$ cat src/rtl/cola_escritura_reg_pkg.sv
// Shared definitions for the dual-issue writeback queue.
//   CER_DATA_W / CER_ADDR_W : default result and register-index widths
//   entry_t                 : one pending write {dst, data}
//   WE_ACTIVE / WE_IDLE     : register-bank write-enable levels (active low)
package cola_escritura_reg_pkg;

    localparam int CER_DATA_W = 32;
    localparam int CER_ADDR_W = 5;

    typedef struct packed {
        logic [CER_ADDR_W-1:0] dst;
        logic [CER_DATA_W-1:0] data;
    } entry_t;

    localparam logic WE_ACTIVE = 1'b0;
    localparam logic WE_IDLE   = 1'b1;

endpackage

$ cat src/rtl/cola_escritura_reg_if.sv
// Bus between the execution slots / register bank and the writeback queue.
//   in_valid_x, in_reg_x, in_data_x : results from slot 1 (older) and slot 2
//   in_ready                        : queue has room for two more entries
//   write_reg_flag_x                : active-low bank write enables
//   write_reg_x, write_data_x       : bank write address / data
// Modports: master = execution slots + bank side, slave = the queue.
interface cola_escritura_reg_if #(
    parameter int DATA_W = cola_escritura_reg_pkg::CER_DATA_W,
    parameter int ADDR_W = cola_escritura_reg_pkg::CER_ADDR_W
) ();

    logic              in_valid_1;
    logic              in_valid_2;
    logic [ADDR_W-1:0] in_reg_1;
    logic [ADDR_W-1:0] in_reg_2;
    logic [DATA_W-1:0] in_data_1;
    logic [DATA_W-1:0] in_data_2;
    logic              in_ready;

    logic              write_reg_flag_1;
    logic              write_reg_flag_2;
    logic [ADDR_W-1:0] write_reg_1;
    logic [ADDR_W-1:0] write_reg_2;
    logic [DATA_W-1:0] write_data_1;
    logic [DATA_W-1:0] write_data_2;

    modport master (
        output in_valid_1, in_valid_2, in_reg_1, in_reg_2, in_data_1, in_data_2,
        input  in_ready,
        input  write_reg_flag_1, write_reg_flag_2, write_reg_1, write_reg_2,
        input  write_data_1, write_data_2
    );

    modport slave (
        input  in_valid_1, in_valid_2, in_reg_1, in_reg_2, in_data_1, in_data_2,
        output in_ready,
        output write_reg_flag_1, write_reg_flag_2, write_reg_1, write_reg_2,
        output write_data_1, write_data_2
    );

endinterface

$ cat src/rtl/cola_escritura_reg_lookup.sv
// Combinational youngest-match search over pending writes.
//   cand[]   : candidates ordered oldest (index 0) to youngest
//   cand_vld : which candidates hold a live pending write
//   look     : register index to search for (0 always misses)
//   hit/data : match found / value of the youngest match (0 on miss)
module cola_escritura_lookup
    import cola_escritura_reg_pkg::*;
#(
    parameter int NCAND = 6
) (
    input  entry_t                cand [NCAND],
    input  logic [NCAND-1:0]      cand_vld,
    input  logic [CER_ADDR_W-1:0] look,
    output logic                  hit,
    output logic [CER_DATA_W-1:0] data
);

    // Scanning oldest to youngest lets a later match overwrite an earlier one,
    // so the youngest pending value is what remains.
    always_comb begin
        hit  = 1'b0;
        data = '0;
        if (look != '0) begin
            for (int i = 0; i < NCAND; i++) begin
                if (cand_vld[i] && (cand[i].dst == look)) begin
                    hit  = 1'b1;
                    data = cand[i].data;
                end
            end
        end
    end

endmodule

$ cat src/rtl/cola_escritura_reg.sv
// Dual-issue writeback queue in front of the two register-bank write ports.
//   clk, reset_n        : clock, asynchronous active-low reset
//   bus (slave)         : two result slots in, two active-low bank write ports out
//   wb_stall            : hold retirement (queue keeps accepting)
//   look_rs / look_rt   : forwarding lookup indices
//   hit_x / data_x      : youngest pending write for the index (0 on miss)
//   count               : occupied queue entries
//   overflow            : sticky, set when a cycle's inputs were dropped
// Queue storage uses the package entry type, so DATA_W / ADDR_W must stay at
// the package defaults.
module cola_escritura_reg
    import cola_escritura_reg_pkg::*;
#(
    parameter int DEPTH  = 4,
    parameter int DATA_W = CER_DATA_W,
    parameter int ADDR_W = CER_ADDR_W
) (
    input  logic                   clk,
    input  logic                   reset_n,
    cola_escritura_reg_if.slave    bus,
    input  logic                   wb_stall,
    input  logic [ADDR_W-1:0]      look_rs,
    input  logic [ADDR_W-1:0]      look_rt,
    output logic                   hit_rs,
    output logic                   hit_rt,
    output logic [DATA_W-1:0]      data_rs,
    output logic [DATA_W-1:0]      data_rt,
    output logic [$clog2(DEPTH):0] count,
    output logic                   overflow
);

    localparam int PTR_W = $clog2(DEPTH);
    localparam int CNT_W = PTR_W + 1;
    localparam int NCAND = DEPTH + 2;

    // Pointers carry one extra wrap bit above the index.
    logic [PTR_W:0]   head_reg;
    logic [PTR_W:0]   tail_reg;
    logic             overflow_reg;
    entry_t           mem [DEPTH];

    entry_t           port1_reg;
    entry_t           port2_reg;
    logic             flag_1_reg;
    logic             flag_2_reg;

    logic [CNT_W-1:0] occupancy;
    logic             empty;
    logic             full;
    logic             in_ready_int;

    assign occupancy = tail_reg - head_reg;
    assign empty     = (head_reg == tail_reg);
    assign full      = (head_reg[PTR_W] != tail_reg[PTR_W]) &&
                       (head_reg[PTR_W-1:0] == tail_reg[PTR_W-1:0]);

    // Two free entries are required regardless of how many slots are valid,
    // and a same-cycle pop is not credited.
    assign in_ready_int = !full && (occupancy != CNT_W'(DEPTH - 1));

    // ------------------------------------------------------------ enqueue
    logic             in_any;
    logic             accept;
    logic             push_1;
    logic             push_2;
    logic [PTR_W-1:0] wr_idx_1;
    logic [PTR_W-1:0] wr_idx_2;
    logic [1:0]       n_push;
    entry_t           new_1;
    entry_t           new_2;

    assign in_any   = bus.in_valid_1 | bus.in_valid_2;
    assign accept   = in_any & in_ready_int;
    // Register 0 writes are discarded without taking a slot.
    assign push_1   = accept & bus.in_valid_1 & (bus.in_reg_1 != '0);
    assign push_2   = accept & bus.in_valid_2 & (bus.in_reg_2 != '0);
    assign wr_idx_1 = tail_reg[PTR_W-1:0];
    assign wr_idx_2 = wr_idx_1 + PTR_W'(push_1);
    assign n_push   = {1'b0, push_1} + {1'b0, push_2};
    assign new_1    = '{dst: bus.in_reg_1, data: bus.in_data_1};
    assign new_2    = '{dst: bus.in_reg_2, data: bus.in_data_2};

    always_ff @(posedge clk) begin
        if (push_1) begin
            mem[wr_idx_1] <= new_1;
        end
        if (push_2) begin
            mem[wr_idx_2] <= new_2;
        end
    end

    // ------------------------------------------------------------ retire
    logic [1:0]       n_pop;
    logic [PTR_W-1:0] rd_idx_0;
    logic [PTR_W-1:0] rd_idx_1;
    entry_t           pop_0;
    entry_t           pop_1;

    // Only entries present before this edge are eligible.
    always_comb begin
        n_pop = 2'd0;
        if (!wb_stall && !empty) begin
            n_pop = (occupancy == CNT_W'(1)) ? 2'd1 : 2'd2;
        end
    end

    assign rd_idx_0 = head_reg[PTR_W-1:0];
    assign rd_idx_1 = rd_idx_0 + PTR_W'(1);
    assign pop_0    = mem[rd_idx_0];
    assign pop_1    = mem[rd_idx_1];

    always_ff @(posedge clk or negedge reset_n) begin
        if (!reset_n) begin
            head_reg     <= '0;
            tail_reg     <= '0;
            overflow_reg <= 1'b0;
        end else begin
            head_reg <= head_reg + (PTR_W + 1)'(n_pop);
            tail_reg <= tail_reg + (PTR_W + 1)'(n_push);
            if (in_any && !in_ready_int) begin
                overflow_reg <= 1'b1;
            end
        end
    end

    // Output registers are rewritten every edge, so each pop is presented
    // for exactly one cycle.
    always_ff @(posedge clk or negedge reset_n) begin
        if (!reset_n) begin
            port1_reg  <= '0;
            port2_reg  <= '0;
            flag_1_reg <= WE_IDLE;
            flag_2_reg <= WE_IDLE;
        end else if (n_pop == 2'd2) begin
            port1_reg  <= pop_0;
            port2_reg  <= pop_1;
            flag_2_reg <= WE_ACTIVE;
            // Both going to the same register: only the younger value lands.
            flag_1_reg <= (pop_0.dst == pop_1.dst) ? WE_IDLE : WE_ACTIVE;
        end else if (n_pop == 2'd1) begin
            port1_reg  <= pop_0;
            port2_reg  <= '0;
            flag_1_reg <= WE_ACTIVE;
            flag_2_reg <= WE_IDLE;
        end else begin
            port1_reg  <= '0;
            port2_reg  <= '0;
            flag_1_reg <= WE_IDLE;
            flag_2_reg <= WE_IDLE;
        end
    end

    assign bus.in_ready         = in_ready_int;
    assign bus.write_reg_flag_1 = flag_1_reg;
    assign bus.write_reg_flag_2 = flag_2_reg;
    assign bus.write_reg_1      = port1_reg.dst;
    assign bus.write_reg_2      = port2_reg.dst;
    assign bus.write_data_1     = port1_reg.data;
    assign bus.write_data_2     = port2_reg.data;
    assign count                = occupancy;
    assign overflow             = overflow_reg;

    // ------------------------------------------------------------ lookup
    // Candidate order, oldest first: port 1, port 2, then queue head..tail.
    entry_t           cand [NCAND];
    logic [NCAND-1:0] cand_vld;

    assign cand[0]     = port1_reg;
    assign cand_vld[0] = (flag_1_reg == WE_ACTIVE);
    assign cand[1]     = port2_reg;
    assign cand_vld[1] = (flag_2_reg == WE_ACTIVE);

    generate
        for (genvar gi = 0; gi < DEPTH; gi++) begin : g_cand
            logic [PTR_W-1:0] idx;
            assign idx              = head_reg[PTR_W-1:0] + PTR_W'(gi);
            assign cand[gi + 2]     = mem[idx];
            assign cand_vld[gi + 2] = (occupancy > CNT_W'(gi));
        end
    endgenerate

    cola_escritura_lookup #(.NCAND(NCAND)) u_look_rs (
        .cand     (cand),
        .cand_vld (cand_vld),
        .look     (look_rs),
        .hit      (hit_rs),
        .data     (data_rs)
    );

    cola_escritura_lookup #(.NCAND(NCAND)) u_look_rt (
        .cand     (cand),
        .cand_vld (cand_vld),
        .look     (look_rt),
        .hit      (hit_rt),
        .data     (data_rt)
    );

endmodule

$ cat src/flat_wrapper.sv
// flat-port wrapper written by rule: the top's interface ports become plain ports
module cola_escritura_reg_flat import cola_escritura_reg_pkg::*;
#(
    parameter int DEPTH  = 4,
    parameter int DATA_W = CER_DATA_W,
    parameter int ADDR_W = CER_ADDR_W
)
  (clk, reset_n, wb_stall, look_rs, look_rt, hit_rs, hit_rt, data_rs, data_rt, count, overflow, bus_in_valid_1, bus_in_valid_2, bus_in_reg_1, bus_in_reg_2, bus_in_data_1, bus_in_data_2, bus_in_ready, bus_write_reg_flag_1, bus_write_reg_flag_2, bus_write_reg_1, bus_write_reg_2, bus_write_data_1, bus_write_data_2);
  cola_escritura_reg_if #(.DATA_W(DATA_W), .ADDR_W(ADDR_W)) bus_i ();
  input  logic clk;
  input  logic reset_n;
  input  logic wb_stall;
  input  logic [ADDR_W-1:0] look_rs;
  input  logic [ADDR_W-1:0] look_rt;
  output logic hit_rs;
  output logic hit_rt;
  output logic [DATA_W-1:0] data_rs;
  output logic [DATA_W-1:0] data_rt;
  output logic [$clog2(DEPTH):0] count;
  output logic overflow;
  input wire logic [$bits(bus_i.in_valid_1)-1:0] bus_in_valid_1;
  input wire logic [$bits(bus_i.in_valid_2)-1:0] bus_in_valid_2;
  input wire logic [$bits(bus_i.in_reg_1)-1:0] bus_in_reg_1;
  input wire logic [$bits(bus_i.in_reg_2)-1:0] bus_in_reg_2;
  input wire logic [$bits(bus_i.in_data_1)-1:0] bus_in_data_1;
  input wire logic [$bits(bus_i.in_data_2)-1:0] bus_in_data_2;
  output wire logic [$bits(bus_i.in_ready)-1:0] bus_in_ready;
  output wire logic [$bits(bus_i.write_reg_flag_1)-1:0] bus_write_reg_flag_1;
  output wire logic [$bits(bus_i.write_reg_flag_2)-1:0] bus_write_reg_flag_2;
  output wire logic [$bits(bus_i.write_reg_1)-1:0] bus_write_reg_1;
  output wire logic [$bits(bus_i.write_reg_2)-1:0] bus_write_reg_2;
  output wire logic [$bits(bus_i.write_data_1)-1:0] bus_write_data_1;
  output wire logic [$bits(bus_i.write_data_2)-1:0] bus_write_data_2;
  assign bus_i.in_valid_1 = bus_in_valid_1;
  assign bus_i.in_valid_2 = bus_in_valid_2;
  assign bus_i.in_reg_1 = bus_in_reg_1;
  assign bus_i.in_reg_2 = bus_in_reg_2;
  assign bus_i.in_data_1 = bus_in_data_1;
  assign bus_i.in_data_2 = bus_in_data_2;
  assign bus_in_ready = bus_i.in_ready;
  assign bus_write_reg_flag_1 = bus_i.write_reg_flag_1;
  assign bus_write_reg_flag_2 = bus_i.write_reg_flag_2;
  assign bus_write_reg_1 = bus_i.write_reg_1;
  assign bus_write_reg_2 = bus_i.write_reg_2;
  assign bus_write_data_1 = bus_i.write_data_1;
  assign bus_write_data_2 = bus_i.write_data_2;
  cola_escritura_reg #(.DEPTH(DEPTH), .DATA_W(DATA_W), .ADDR_W(ADDR_W)) u_core (.clk(clk), .reset_n(reset_n), .bus(bus_i), .wb_stall(wb_stall), .look_rs(look_rs), .look_rt(look_rt), .hit_rs(hit_rs), .hit_rt(hit_rt), .data_rs(data_rs), .data_rt(data_rt), .count(count), .overflow(overflow));
endmodule
$ cat config.mk
export PLATFORM = sky130hd
export DESIGN_NAME = cola_escritura_reg_flat
export DESIGN_NICKNAME = d
export VERILOG_FILES = /design/src/rtl/cola_escritura_reg_pkg.sv /design/src/rtl/cola_escritura_reg_if.sv /design/src/rtl/cola_escritura_reg_lookup.sv /design/src/rtl/cola_escritura_reg.sv /design/src/flat_wrapper.sv
export SDC_FILE = /design/constraint.sdc
export NUM_CORES = 1
export LEC_CHECK = 0
export CAP_MARGIN = 20
export CORE_MARGIN = 2
export CORE_UTILIZATION = 56
export DETAILED_ROUTE_END_ITERATION = 10
export GPL_TIMING_DRIVEN = 0
export PLACE_DENSITY = 0.81
export RECOVER_POWER = 50
export SYNTH_ARGS = -nofsm -noshare
export SYNTH_HDL_FRONTEND = slang
export SYNTH_SLANG_ARGS = --single-unit
$ cat constraint.sdc
create_clock -name clk -period 6.41 [get_ports clk]
set_input_delay 1.282 -clock clk [delete_from_list [all_inputs] [get_ports clk]]
set_output_delay 1.282 -clock clk [all_outputs]
set_load 0.02 [all_outputs]
==> results.json <==
{
  "synth_cell_types": 50,
  "clkSinkCount": 231,
  "antennaDiodeCount": 0,
  "post-route-drc-count": 0,
  "top_register": "u_core.mem",
  "die_w_um": 177.6,
  "max_freq_mhz": 157.5,
  "worstSetupStartpointType": "flip-flop",
  "ioPinCount": 236,
  "cts-root-buf": "clkbuf_16",
  "async_flop_share": 0.3593,
  "regArea_mm2": 0.006525,
  "grt_use_met3": 0.08976,
  "critPathRequiredTime_ns": 5.13,
  "finalCriticalPeriod_ns": 6.350,
  "drtIter0Drc": 2454,
  "maxCapViolations": 1,
  "die-area_mm2": 0.03153,
  "gp_congestion": 1.007,
  "slowest_stage": "clkbuf_1",
  "grt_pass1_wl_mm": 89.33,
  "drive_gt1_frac": 0.2184,
  "end_kind": "primary output",
  "start_util": 0.5692,
  "synth.top_cells.by_count": "245 x mux2_2, 230 x mux2i_1, 171 x nor2_1",
  "cts_tree": "yes",
  "yosysSeqAreaShare": 0.3867,
  "area_growth_syn_to_layout_pct": 23.04,
  "hold_violations": 0,
  "setup_violations": 0,
  "antenna_found_initial": 0,
  "wire_per_inst_um": 26.55,
  "synth_area_leaders": "edfxtp_1 26%, mux2_2 16%, mux2i_1 14%, dfrtp_1 12%, nor2_1 3.8%",
  "ys_ff_latch": 231,
  "fin_cells": 2263,
  "synth_warnings": 0,
  "slowest_delay_ns": 0.63,
  "status": "complete, but fails checks",
  "cp_max_fo": 10,
  "crit_type": "reg -> out",
  "syn-num-nets": 1695,
  "cp_cell_sequence": "buf_2, buf_6, buf_6, inv_1, clkbuf_1, buf_2, clkbuf_1, clkbuf_1, a21oi_1, nand2_1, o221ai_1, clkdlybuf4s50_1",
  "rows": 63,
  "fin_nets": 1950,
  "slew_headroom": -1.583,
  "h-tree-depth": 1,
  "grt_max_degree": 59,
  "dieHeight_um": 177.6,
  "synth_top_area_frac": 0.2634,
  "synth_area_leader_cell": "edfxtp_1",
  "grt_pass1_vias": 15208,
  "use_met1": 0.5006,
  "syn_avg_cell_area_um2": 10.56,
  "cts_inserted_buffers": 26,
  "vias": 15246,
  "cts_buffer_depth": 3,
  "hp-class": "reg -> reg",
  "clk-insertion-delay-late_ns": 0.55,
  "clk_pin_slew_ns": 0.06,
  "fillers": 2227,
  "grt.busiest_layer": "met2",
  "ant_nets": 0,
  "arrival_ns": 5.07,
  "slew_viol_final": 59,
  "multi_input_area_mm2": 0.009714,
  "synthFlopType": "edfxtp_1",
  "netlist_instances": 1598,
  "drtPass1Iterations": 8,
  "largest_reg_flops": 148,
  "period_share": 0.9906,
  "drt-vias-per-instance": 6.737,
  "core_mm2": 0.02964,
  "synth_most_common_cell": "mux2_2",
  "syn_area_mm2": 0.01687,
  "met2_usage": 0.5727,
  "violations": "capacitance limit, slew limit",
  "track_usage": 0.3753,
  "wirelength_mm": 60.09,
  "overflow": 0,
  "skew_ns": 0.01465,
  "final_util": 0.7004,
  "dp_cells": 2218,
  "dp_hpwl_mm": 42.64,
  "port_buffers": 225,
  "synth-edff-count": 148,
  "tightestPinTransition_ns": 3.874,
  "cpMostUsedCell": "clkbuf_1"
}
## placed cells by master, fill, tap and decap left out, drive strengths merged, types with 8 or more instances in the layout
master,n
mux2,245
mux2i,230
nor2,171
edfxtp,148
nand2,132
clkbuf,125
clkdlybuf4s50,106
nor3,102
dlygate4sd3,81
dfrtp,81
xnor2,56
buf,51
a21oi,39
o21ai,37
o31ai,33
a211oi,32
o221ai,30
dlygate4sd2,25
mux4,19
xor2,16
nor2b,13
dlymetal6s2s,12
nand4,11
inv,11
or3,8
bufinv,8
## path summary, 6_finish.rpt
kind | startpoint | end | slack (ns) | cells after the start
worst min-delay path | u_core.overflow | u_core.overflow | 0.48 | 1
worst min register to register | u_core.overflow | u_core.overflow | 0.48 | 1
min in group asynchronous | reset_n | u_core.bus.write_reg_1[2] | 1.02 | 1
worst max-delay path | u_core.head_reg[0] | data_rs[31] | 0.06 | 12
worst max register to register | u_core.head_reg[1] | u_core.mem[0][8] | 0.37 | 15
max in group asynchronous | reset_n | u_core.head_reg[1] | 0.83 | 2
## critical path: cells and delay by family (launching register included)
kind | cells | cell delay, ns
AND/OR/NAND/NOR | 1 | 0.11
buffers and inverters | 9 | 3.58
flip-flops | 1 | 0.41
AO/OA/AOI/OAI | 2 | 0.41
## final cells by class
cell class              count  share of cell area
inverters                  10            0.001808
repair buffers            231              0.1129
clock buffers              33             0.03508
plain buffers             136             0.03068
multi-input cells        1217              0.4680
clock inverters            15             0.01368
flip-flops and latches    231              0.3143
well taps                 390             0.02351
## cells by family (layout without fill, tap and decap cells)
family | Yosys count | count (layout) | share of synthesized area
multiplexers | 494 | 494 | 0.3254
XOR/XNOR | 73 | 73 | 0.03879
AND/OR/NAND/NOR | 453 | 453 | 0.1258
adder cells (fa/ha/maj) | 8 | 8 | 0.007269
flip-flops | 231 | 231 | 0.3867
buffers and inverters | 150 | 425 | 0.03931
AO/OA/AOI/OAI | 189 | 189 | 0.07676
## per-stage QoR
stage / TNS, ns / hold WS [ns] / setup slack [ns] / instance area [um^2]
floorplan: 0 / 0.4866 / 0.6484 / 16870
global placement: -213.53 / 0.4627 / -1.128 / 19610
detailed placement: -193.21 / 0.4731 / -1.131 / 19720
CTS: 0 / 0.4866 / 0.007751 / 20730
global route: -0.002971 / 0.4989 / -0.002971 / 20760
finish: 0 / 0.4755 / 0.06047 / 20760
## routing by layer
layer	part of all wire	up-vias
met5	0.0011	-
met4	0.054	2
met3	0.12	272
met2	0.45	1231
met1	0.37	7331
li1	-	6410
## repair_timing
item | CTS | global route
pin swaps | 1 | 0
hold buffers | 0 | 0
resized for setup | 42 | 24
buffers inserted | 1 | 0
setup endpoints to repair | 306 | 41
Power is left out: the tool's default activity adds up to more than one toggle a clock period on the data nets, which glitch-free logic cannot reach.
==> RTL change (same flow settings) <==
Set the package constant `CER_ADDR_W` to 3 (it was 5).
--- a/src/rtl/cola_escritura_reg_pkg.sv
+++ b/src/rtl/cola_escritura_reg_pkg.sv
@@ -5,7 +5,7 @@
 package cola_escritura_reg_pkg;
 
     localparam int CER_DATA_W = 32;
-    localparam int CER_ADDR_W = 5;
+    localparam int CER_ADDR_W = 3;
 
     typedef struct packed {
         logic [CER_ADDR_W-1:0] dst;
Interface: changed (6 resized); port bits go from 236 to 224. No check against the original RTL was run, so the function may have changed too.
==> RTL change against the unedited design <==
Design area is 0.63% lower; wire length is 1.8% higher; largest cell class unchanged; synthesized cell count shrank 12%; the flow still finishes with violations (capacitance limit, slew limit); synthesized area rose by 1.5%; setup slack improved by 0.040 ns; critical path depth down 1; sequential share of layout area shrank 1.5 points; count of clock-buffer cells in the layout is 5 lower; sequential cell count shrank 12; fmax is 0.63% higher; first-iteration DRC count rose by 1.7%.
Power is not shown: default switching activity piles up to over one toggle a cycle in this logic, so the estimate is an artifact.
==> RTL change: results <==
[final_layout]
top_register = "u_core.mem"
nFillCells = 2244
largest_reg_flops = 140
fin_nets = 1737
drive_above_1_share_pct = 26.7

[sta]
finClkSkew_ns = 0.0109
fin_hold_ws_ns = 0.480
max_slew_margin_pct = -95.0
finalMaxSlewViolations = 102

[clocking]
root_buffer = "clkbuf_16"
clk_latency_ns = 0.55
clkSlewWorstSetupHoldPaths_ns = 0.06
h-tree-depth = 1
cts_buffers = 25

[synth]
ys_types = 53
yosys_warnings = 0
synthTopCellsByCount = "edfxtp_1 (140), mux4_2 (140), mux2_2 (109), and2_1 (101), clkbuf_1 (80)"
synth_edf_count = 140
synth_top_flop_cell = "edfxtp_1"
synthesis.nets = 1488
ys_seq_area_share_pct = 36.1
ys_async_sr_fraction_pct = 36.1
ys_top_cells_by_area = "edfxtp_1 (25%), mux4_2 (18%), dfrtp_1 (11%)"

[worst_setup_path]
cpMaxStageDelayCell = "clkdlybuf4s50_1"
worstRegToRegCells = 13
r2r_end = "u_core.mem[0][21]"
ff2ff_setup_slack_ns = 0.54
max_stage_delay_ns = 0.68
worstPathMaxFanout = 28

[route]
drt-initial-drc-count = 2496
routed_wl_um = 61200
vias = 15400
firstDrtPassIters = 7

[placement]
place_hpwl_um = 43200
io_buffers = 217
place_congestion = 0.943

[run_status]
violations = "capacitance limit, slew limit"
outcome = "finished, violations left"

[global_route]
grt_usage_pct = 37.9
grt_pass1_wl_um = 90200
antenna_found_initial = 1
gr-total-overflow = 0
grt_max_degree = 45

[flow_run]
drv_cap = 4

[min_path]
hold_path_startpoint = "u_core.overflow"
## RTL change: cell families after synthesis
kind of cell	share of synthesized area, %
compound gates	12.4
xor+xnor	2.81
fa+ha+maj	0.716
buf+inv	4.87
flops	36.1
mux	27.9
simple gates	15.2
## RTL change: worst max-delay path: cells and delay by family (launching register included)
kind | cells | cell delay (ns)
AO/OA/AOI/OAI | 2 | 0.56
XOR/XNOR | 1 | 0.43
adder cells (fa/ha/maj) | 1 | 0.47
buffers and inverters | 6 | 2.29
flip-flops | 1 | 0.43
AND/OR/NAND/NOR | 1 | 0.30
## RTL change: metrics by stage
stage | instances | setup WS [ns] | util [%] | area [µm²]
2_1_floorplan | 1399 | 0.449 | - | 17100
3_3_place_gp | 2012 | -2.47 | 65.2 | 19800
3_5_place_dp | 2018 | -0.339 | 65.7 | 20000
4_1_cts | 2061 | 0.0226 | 68.2 | 20700
5_1_grt | 2062 | 0.0278 | 68.0 | 20600
6_report | 2063 | 0.100 | 68.0 | 20600
## RTL change: metal layers
layer / up-vias / global-route usage, % / share of wire, %
li1: 6144 / - / -
met3: 379 / 12.1 / 15
met4: 0 / 20.9 / 6.6
met5: - / 0 / 0
met1: 7359 / 47.9 / 34
met2: 1474 / 57.9 / 45
## RTL change: what timing repair did
item,CTS,global route
resized for setup,5,12
endpoints found under the setup margin,66,64
pin swaps,0,1
hold buffers,0,0
setup buffers,0,1
## RTL change: how the worst max path moves through the flow
stage | from | slack [ns] | endpoint | depth (start not counted)
after floorplan | u_core.head_reg[1] | 0.45 | u_core.mem[3][0] | 11
after global placement | u_core.head_reg[1] | -2.47 | u_core.mem[3][15] | 11
after detailed placement | u_core.head_reg[1] | -0.34 | data_rs[15] | 13
after CTS | u_core.head_reg[1] | 0.02 | data_rs[3] | 11
after global routing | u_core.head_reg[1] | 0.03 | data_rs[15] | 12
final | u_core.head_reg[1] | 0.10 | data_rs[24] | 11
## RTL change: final cells by class
| class | count | share of cell area (%) |
|---|---|---|
| diodes | 1 | 0.0121 |
| plain buffers | 156 | 3.88 |
| clock buffers | 28 | 3.14 |
| clock inverters | 17 | 0.540 |
| inverters | 9 | 0.164 |
| multi-input cells | 1013 | 48.9 |
| flip-flops and latches | 219 | 30.0 |
| well taps | 396 | 2.40 |
| repair buffers | 224 | 11.0 |
